`config.mk`:
```
export PLATFORM = sky130hd
export DESIGN_NAME = srs_rotation_engine
export DESIGN_NICKNAME = d
export VERILOG_FILES = /design/src/rtl/srs_rotation_engine.sv
export SDC_FILE = /design/constraint.sdc
export NUM_CORES = 1
export LEC_CHECK = 0
export ABC_AREA = 1
export CAP_MARGIN = 20
export CORE_MARGIN = 8
export CORE_UTILIZATION = 53
export CTS_CLUSTER_SIZE = 25
export DETAILED_ROUTE_END_ITERATION = 10
export PLACE_DENSITY = 0.8
export SLEW_MARGIN = 25
export SYNTH_ARGS = -nofsm -noshare
export SYNTH_HDL_FRONTEND = slang
export SYNTH_SLANG_ARGS = --single-unit
export TNS_END_PERCENT = 10
```
`constraint.sdc`:
```
create_clock -name clk -period 4.5 [get_ports clk]
set_input_delay 0.9 -clock clk [delete_from_list [all_inputs] [get_ports clk]]
set_output_delay 0.9 -clock clk [all_outputs]
set_load 0.02 [all_outputs]
```
`src/rtl/srs_rotation_engine.sv`:
```
// srs_rotation_engine: walks the SRS kick list for a rotate request and hands
// each candidate pose to an external collision checker over a req/ack handshake.
// The first free candidate wins; if every candidate is blocked, the rotation fails.
// Defining ROT_180_EN enables 180-degree rotation (rot_dir = 2'b10).
module srs_rotation_engine #(
    parameter int unsigned X_W            = 5,
    parameter int unsigned Y_W            = 6,
    parameter int unsigned TEST_POSITIONS = 5,
    parameter int unsigned IDX_W          = $clog2(TEST_POSITIONS) + 1
) (
    input  logic             clk,
    input  logic             rst,
    input  logic             start,
    input  logic             abort,
    input  logic [2:0]       piece,
    input  logic [1:0]       orient_in,
    input  logic [1:0]       rot_dir,
    input  logic [X_W-1:0]   x_in,
    input  logic [Y_W-1:0]   y_in,
    output logic             chk_req,
    output logic [X_W-1:0]   chk_x,
    output logic [Y_W-1:0]   chk_y,
    output logic [1:0]       chk_orient,
    input  logic             chk_ack,
    input  logic             chk_collide,
    output logic             busy,
    output logic             done,
    output logic             success,
    output logic [X_W-1:0]   x_out,
    output logic [Y_W-1:0]   y_out,
    output logic [1:0]       orient_out,
    output logic [IDX_W-1:0] kick_idx
);

    typedef enum logic [1:0] {StIdle, StReq, StDone} state_e;

    localparam logic [2:0]       PieceI     = 3'd0;
    localparam logic [2:0]       PieceO     = 3'd1;
    localparam logic [2:0]       PieceBad   = 3'd7;
    localparam logic [IDX_W-1:0] IdxFail    = IDX_W'(TEST_POSITIONS);
    localparam logic [IDX_W-1:0] IdxLast    = IDX_W'(TEST_POSITIONS - 1);
    localparam logic [IDX_W-1:0] Idx180Last = (TEST_POSITIONS >= 2) ? IDX_W'(1) : '0;

    // JLSTZ offsets {dx, dy} (3-bit two's complement, +y up); kick = off(from) - off(to).
    function automatic logic [5:0] jlstz_offset(input logic [1:0] o, input logic [2:0] i);
        logic [5:0] r;
        r = '0;
        if (o == 2'd1) begin
            case (i)
                3'd1:    r = {3'b001, 3'b000};
                3'd2:    r = {3'b001, 3'b111};
                3'd3:    r = {3'b000, 3'b010};
                3'd4:    r = {3'b001, 3'b010};
                default: r = '0;
            endcase
        end else if (o == 2'd3) begin
            case (i)
                3'd1:    r = {3'b111, 3'b000};
                3'd2:    r = {3'b111, 3'b111};
                3'd3:    r = {3'b000, 3'b010};
                3'd4:    r = {3'b111, 3'b010};
                default: r = '0;
            endcase
        end
        return r;
    endfunction

    // I kicks: list A serves the 0<->R and 2<->L pairs, list B the R<->2 and L<->0
    // pairs (from+to == 3); the reverse direction of each pair uses the negated list.
    function automatic logic [5:0] i_kick(input logic [1:0] from, input logic [1:0] to,
                                          input logic [2:0] i);
        logic [5:0] r;
        logic       use_b;
        logic       neg;
        use_b = ((3'(from) + 3'(to)) == 3'd3);
        neg   = ({from, to} == 4'b0100) || ({from, to} == 4'b1011) ||
                ({from, to} == 4'b1001) || ({from, to} == 4'b1100);
        case (i)
            3'd1:    r = use_b ? {3'b111, 3'b000} : {3'b110, 3'b000};
            3'd2:    r = use_b ? {3'b010, 3'b000} : {3'b001, 3'b000};
            3'd3:    r = use_b ? {3'b111, 3'b010} : {3'b110, 3'b111};
            3'd4:    r = use_b ? {3'b010, 3'b111} : {3'b001, 3'b010};
            default: r = '0;
        endcase
        if (neg) begin
            r = {3'(~r[5:3] + 3'd1), 3'(~r[2:0] + 3'd1)};
        end
        return r;
    endfunction

    state_e           state_q, state_d;
    logic [2:0]       piece_q;
    logic [1:0]       from_q, tgt_q;
    logic             r180_q;
    logic [IDX_W-1:0] last_q, idx_q;
    logic [X_W-1:0]   x_q;
    logic [Y_W-1:0]   y_q;

    logic             accept, advance, hit, miss;
    logic             start_r180, start_illegal;
    logic [1:0]       start_tgt;
    logic [IDX_W-1:0] start_last;

    logic [2:0]       base_piece;
    logic [1:0]       base_from, base_tgt;
    logic             base_r180;
    logic [X_W-1:0]   base_x;
    logic [Y_W-1:0]   base_y;
    logic [IDX_W-1:0] cand_idx;
    logic [2:0]       idx3, dx, dy;
    logic [5:0]       kick, jf, jt;
    logic [X_W-1:0]   cand_x;
    logic [Y_W-1:0]   cand_y;

    assign chk_req = (state_q == StReq);
    assign busy    = (state_q != StIdle);
    assign done    = (state_q == StDone);

    // Decode the incoming request: target orientation, legality and last test index.
    always_comb begin
        start_r180 = (rot_dir == 2'b10);
        case (rot_dir)
            2'b01:   start_tgt = orient_in + 2'd1;
            2'b11:   start_tgt = orient_in - 2'd1;
            2'b10:   start_tgt = orient_in + 2'd2;
            default: start_tgt = orient_in;
        endcase
`ifdef ROT_180_EN
        start_illegal = (piece == PieceBad) || (rot_dir == 2'b00);
`else
        start_illegal = (piece == PieceBad) || (rot_dir == 2'b00) || start_r180;
`endif
        if (piece == PieceO) begin
            start_last = '0;
        end else if (start_r180) begin
            start_last = Idx180Last;
        end else begin
            start_last = IdxLast;
        end
    end

    // Next-state logic and the control strobes that drive the datapath.
    always_comb begin
        state_d = state_q;
        accept  = 1'b0;
        advance = 1'b0;
        hit     = 1'b0;
        miss    = 1'b0;
        case (state_q)
            StIdle: begin
                if (start && !abort) begin
                    accept = 1'b1;
                    if (start_illegal) begin
                        miss    = 1'b1;
                        state_d = StDone;
                    end else begin
                        state_d = StReq;
                    end
                end
            end
            StReq: begin
                if (abort) begin
                    state_d = StIdle;
                end else if (chk_ack) begin
                    if (!chk_collide) begin
                        hit     = 1'b1;
                        state_d = StDone;
                    end else if (idx_q == last_q) begin
                        miss    = 1'b1;
                        state_d = StDone;
                    end else begin
                        advance = 1'b1;
                    end
                end
            end
            StDone:  state_d = StIdle;
            default: state_d = StIdle;
        endcase
    end

    // Next candidate pose: from the live inputs on accept, else from the latched request.
    always_comb begin
        base_piece = accept ? piece     : piece_q;
        base_from  = accept ? orient_in : from_q;
        base_tgt   = accept ? start_tgt : tgt_q;
        base_r180  = accept ? start_r180 : r180_q;
        base_x     = accept ? x_in      : x_q;
        base_y     = accept ? y_in      : y_q;
        cand_idx   = accept ? '0 : idx_q + IDX_W'(1);
        idx3       = 3'(cand_idx);
        jf         = jlstz_offset(base_from, idx3);
        jt         = jlstz_offset(base_tgt, idx3);
        if (base_piece == PieceO) begin
            kick = '0;
        end else if (base_r180) begin
            kick = (idx3 == 3'd1) ? {3'b000, 3'b001} : '0;
        end else if (base_piece == PieceI) begin
            kick = i_kick(base_from, base_tgt, idx3);
        end else begin
            kick = {3'(jf[5:3] - jt[5:3]), 3'(jf[2:0] - jt[2:0])};
        end
        dx     = kick[5:3];
        dy     = kick[2:0];
        // Row index grows downward while the table's +y is up.
        cand_x = base_x + {{(X_W - 3){dx[2]}}, dx};
        cand_y = base_y - {{(Y_W - 3){dy[2]}}, dy};
    end

    // FSM state register.
    always_ff @(posedge clk) begin
        if (rst) begin
            state_q <= StIdle;
        end else begin
            state_q <= state_d;
        end
    end

    // Request latch, candidate registers and result registers.
    always_ff @(posedge clk) begin
        if (rst) begin
            piece_q    <= '0;
            from_q     <= '0;
            tgt_q      <= '0;
            r180_q     <= 1'b0;
            last_q     <= '0;
            x_q        <= '0;
            y_q        <= '0;
            idx_q      <= '0;
            chk_x      <= '0;
            chk_y      <= '0;
            chk_orient <= '0;
            success    <= 1'b0;
            x_out      <= '0;
            y_out      <= '0;
            orient_out <= '0;
            kick_idx   <= '0;
        end else begin
            if (accept) begin
                piece_q <= piece;
                from_q  <= orient_in;
                tgt_q   <= start_tgt;
                r180_q  <= start_r180;
                last_q  <= start_last;
                x_q     <= x_in;
                y_q     <= y_in;
            end
            if (accept || advance) begin
                idx_q      <= cand_idx;
                chk_x      <= cand_x;
                chk_y      <= cand_y;
                chk_orient <= base_tgt;
            end
            if (hit) begin
                success    <= 1'b1;
                x_out      <= chk_x;
                y_out      <= chk_y;
                orient_out <= chk_orient;
                kick_idx   <= idx_q;
            end else if (miss) begin
                success    <= 1'b0;
                x_out      <= base_x;
                y_out      <= base_y;
                orient_out <= base_from;
                kick_idx   <= IdxFail;
            end
        end
    end

endmodule

```
==> run summary <==
The xor and xnor area share after synthesis came out at 3.035%. The detailed-route wire length per cell is ~15 um. The routability congestion estimate came out at about 0.90. The region available for standard cell placement spans approximately 6300 um2. The mean instance size in the synthesized netlist is 7.538 um2.

The remaining number of nets flagged by the antenna check after routing came out at 0. For this design the ratio of total power to cell area is 346.0 nW/um2. The cell family contributing the most delay on the critical path is simple AND/OR/NAND/NOR gates.

The number of nets produced by synthesis came out at 498. CTS placed an instance of sky130_fd_sc_hd__clkbuf_8 at the clock tree root. The post-route setup TNS came out at 0 ps. The logic depth of the worst register-to-register path is 27. The final layout net count is roughly 600. The later pin in the worst-skew pair is clocked with a latency of 350 ps. Together, buffers and inverters on the worst path number 5. The count of input and output buffers came out at 57. Before CTS, the worst setup slack after placement is -472.5 ps. The clock input transition at the sequential cells of the worst setup and hold paths is 70 ps.

For this run, the slowest stage of the critical path takes between 500 and 600 ps. The most critical setup path has its startpoint at orient_in[1]. The global-route total usage across every layer is between 20% and 30%. The initial antenna violation count came out at 0. The half-perimeter wire length after placement is about 6600 um. Pin placement for this block handled 58 I/O pins.

The H-tree level count came out at 3. The post-layout minimum cycle time came out at approximately 4200 ps. TritonCTS built the clock tree. The distinct cell type count after synthesis is 37.

The number of antenna diodes in the final layout is 0. The worst relative slew slack is between 40% and 50%. The via count of the first global-routing pass came out at 3195.

The slowest stage of the critical path is the sky130_fd_sc_hd__fa_1 cell. The die area is ~9300 um2. The maximum number of pins on one net before global-route repair is 31.

The die span in y came out at slightly below 100 um. The quantity of hold-fixing buffers added after cts is 0. The total stage count of the critical path is 27. The layout overhead on the synthesized area is 34.99%. In the post-route analysis, the smallest setup slack over all paths is 259.5 ps. The required time at the worst-slack endpoint came out at around 4800 ps. The gate count after technology mapping is 454. The final critical-path share of the clock period is 94.23%.

The worst setup path is launched from a primary input. The final count of hold timing violations is 0. Yosys printed 0 warnings.

The path class of the lowest-slack min-delay path is register to register. Cells with a size suffix above 1 make up between 20% and 30% of the layout. The total chip power came out at between 1.5 and 2 mW. The highest clock frequency the design can meet is 0.2358 GHz. The number of rows created at floorplan is 29. The final wirelength came out at 9286 um. The worst setup path is of the primary input to register kind. The worst slack on hold paths is 459.4 ps. The adder-cell area share of the yosys netlist is ~8.4%. The capturing element of the worst setup path is chk_y[5].

The data arrival at the endpoint of the critical path is 4530 ps. The run finished with clean final reports. The reg2reg setup slack is 610 ps. The max-capacitance violation count came out at 0. The critical path endpoint category is a register.

The count of endpoints failing setup in the final report came out at 0. The worst register-to-register path ends at chk_y[5]. CTS saw a little under 60 sinks. The CTS buffer count came out at 9. The first global-routing pass estimated 14550 um of wire. The final max-slew violation count was 0. The DRC marker count from the first detailed-route iteration is between 150 and 200. The share of the Yosys chip area taken by registers is 33.93%. The total standard cell area after synthesis came out at roughly 3400 um2. The actual slew at the worst max-slew pin came out at 834.7 ps. The via count of the routed design came out at 3338. The number of iterations in the first detailed-routing pass came out at 4. The synthesized-area fraction occupied by and/or/nand/nor cells is 25.81%.

The startpoint identified for the worst register-to-register timing path is state_q[1]. The starting utilization of the core area is 54.20%. After detailed routing, the number of remaining DRC violations is 0. The compound-cell area share of the yosys netlist is 18.65%. The total grt overflow came out at 0. The peak supply drop came out at about 240 uV. The clock skew is 10.29 ps. By area, the combinational part of the netlist is dominated by simple AND/OR/NAND/NOR gates. The number of buffers on the longest clock path is 2. The via density per instance is 5.290.

The mux cell area share after synthesis is 0.2925%. Setup repair after global routing left no endpoint under its margin. The synthesized flop and latch total is 58. The top fanout value on the critical path came out at 5. The die span in x is 96.36 um. The static power due to leakage is 2.092 nW. The library cell appearing most often on the critical path is sky130_fd_sc_hd__nand2_1.
-- how the worst min path moves through the flow --
stage / to / depth (start not counted) / slack, ps / from
2_1_floorplan: kick_idx[3] / 2 / 440 / idx_q[3]
3_3_place_gp: kick_idx[3] / 2 / 450 / kick_idx[3]
3_5_place_dp: success / 2 / 460 / success
4_1_cts: success / 2 / 470 / success
5_1_grt: kick_idx[3] / 2 / 490 / kick_idx[3]
6_report: kick_idx[3] / 2 / 460 / kick_idx[3]
-- power by group --
group          internal, mW  switching, mW
logic                 0.229          0.265
registers             0.547         0.0164
clock network         0.325          0.216
total                  1.10          0.497
-- cell type report --
class	instances	area [um2]
sequential	58	1161
tap	77	96.34
timing repair buffer	100	919.6
multi-input combinational	319	1994
fill	483	1694
clock buffer	11	141.4
inverter	61	229.0
clock inverter	5	77.57
-- synth_stat cells --
cell type	count	area, um2
sky130_fd_sc_hd__dfxtp_1	58	1161
sky130_fd_sc_hd__buf_2	5	25.02
sky130_fd_sc_hd__o21ai_0	32	160.2
sky130_fd_sc_hd__nor2_1	46	172.7
sky130_fd_sc_hd__nand2_4	6	67.56
sky130_fd_sc_hd__ha_1	15	187.7
sky130_fd_sc_hd__xor2_1	6	52.55
sky130_fd_sc_hd__nor2_4	6	67.56
sky130_fd_sc_hd__nor3_1	2	10.01
sky130_fd_sc_hd__or2_2	8	50.05
sky130_fd_sc_hd__buf_4	3	22.52
sky130_fd_sc_hd__fa_1	5	100.1
sky130_fd_sc_hd__nor2_2	3	18.77
sky130_fd_sc_hd__o21ai_1	5	25.02
sky130_fd_sc_hd__nand3b_1	1	7.510
sky130_fd_sc_hd__nand2_1	67	251.5
sky130_fd_sc_hd__nand4_1	4	25.02
sky130_fd_sc_hd__a21oi_2	2	17.52
sky130_fd_sc_hd__buf_6	2	22.52
sky130_fd_sc_hd__nand3_1	17	85.08
sky130_fd_sc_hd__clkbuf_1	5	18.77
sky130_fd_sc_hd__nand3_2	4	40.04
sky130_fd_sc_hd__or2_1	2	12.51
sky130_fd_sc_hd__mux2i_1	1	10.01
sky130_fd_sc_hd__o211ai_1	2	15.01
sky130_fd_sc_hd__nand3_4	1	17.52
sky130_fd_sc_hd__inv_1	51	191.4
sky130_fd_sc_hd__buf_12	1	20.02
sky130_fd_sc_hd__xnor2_1	4	35.03
sky130_fd_sc_hd__xnor2_2	1	16.27
sky130_fd_sc_hd__o21ai_2	12	105.1
sky130_fd_sc_hd__o41ai_1	1	8.760
sky130_fd_sc_hd__a21oi_1	56	280.3
sky130_fd_sc_hd__nor2_8	1	20.02
sky130_fd_sc_hd__inv_2	10	37.54
sky130_fd_sc_hd__o221ai_1	3	26.28
sky130_fd_sc_hd__nand2_2	6	37.54
-- state kept, by name, summed over array words and instances, names as in the netlist --
signal,count
chk_orient,2
chk_x,5
chk_y,6
from_q,2
idx_q,4
kick_idx,4
last_q,2
orient_out,2
piece_q,3
r180_q,1
state_q,2
success,1
tgt_q,2
x_out,5
x_q,5
y_out,6
y_q,6
-- per-layer routing --
metal	vias to the layer above	global-route usage [%]	wire length (um)
met2	91	32.63	4381
met5	-	0	0
met4	0	12.36	273
li1	1667	-	-
met1	1554	24.33	3984
met3	26	4.446	647
-- cell families (layout without fill, tap and decap cells) --
logic type | Yosys count | count (layout)
xor gates and xnor gates | 11 | 11
buffers and inverters | 77 | 177
adders and majority gates | 20 | 20
DFF | 58 | 58
muxes | 1 | 1
and+or+nand+nor | 174 | 174
AOI/OAI and AO/OA | 113 | 113
-- cell usage in the layout (no fill, tap or decap), types with 5 or more instances in the layout --
cell type	instances
sky130_fd_sc_hd__a21oi_1	53
sky130_fd_sc_hd__a21oi_2	5
sky130_fd_sc_hd__buf_4	41
sky130_fd_sc_hd__clkbuf_8	10
sky130_fd_sc_hd__clkdlybuf4s50_1	53
sky130_fd_sc_hd__dfxtp_1	58
sky130_fd_sc_hd__ha_1	14
sky130_fd_sc_hd__inv_1	50
sky130_fd_sc_hd__inv_2	11
sky130_fd_sc_hd__nand2_1	66
sky130_fd_sc_hd__nand2_2	6
sky130_fd_sc_hd__nand2_4	7
sky130_fd_sc_hd__nand3_1	17
sky130_fd_sc_hd__nor2_1	45
sky130_fd_sc_hd__nor2_4	8
sky130_fd_sc_hd__o21ai_0	31
sky130_fd_sc_hd__o21ai_1	5
sky130_fd_sc_hd__o21ai_2	12
sky130_fd_sc_hd__or2_2	8
sky130_fd_sc_hd__xor2_1	6
-- stage by stage --
stage          util, %  instance area [um2]  std cells
5_1_grt          73.17                 4619        631
3_5_place_dp     67.64                 4270        609
4_1_cts          71.40                 4508        625
3_3_place_gp     67.64                 4270        609
2_1_floorplan        -                 3422        454
6_report         73.17                 4619        631
-- worst min-delay path, cell delays in order, from the launching register on --
cell	delay, ps
sky130_fd_sc_hd__dfxtp_1	310
sky130_fd_sc_hd__nand2_1	60
sky130_fd_sc_hd__a21oi_1	50
-- what timing repair did --
item | CTS | global route
setup buffers | 0 | 6
setup endpoints to repair | 5 | 5
resized for setup | 5 | 17
pin swaps | 1 | 13
No activity file was read; power rests on OpenSTA's default activity.
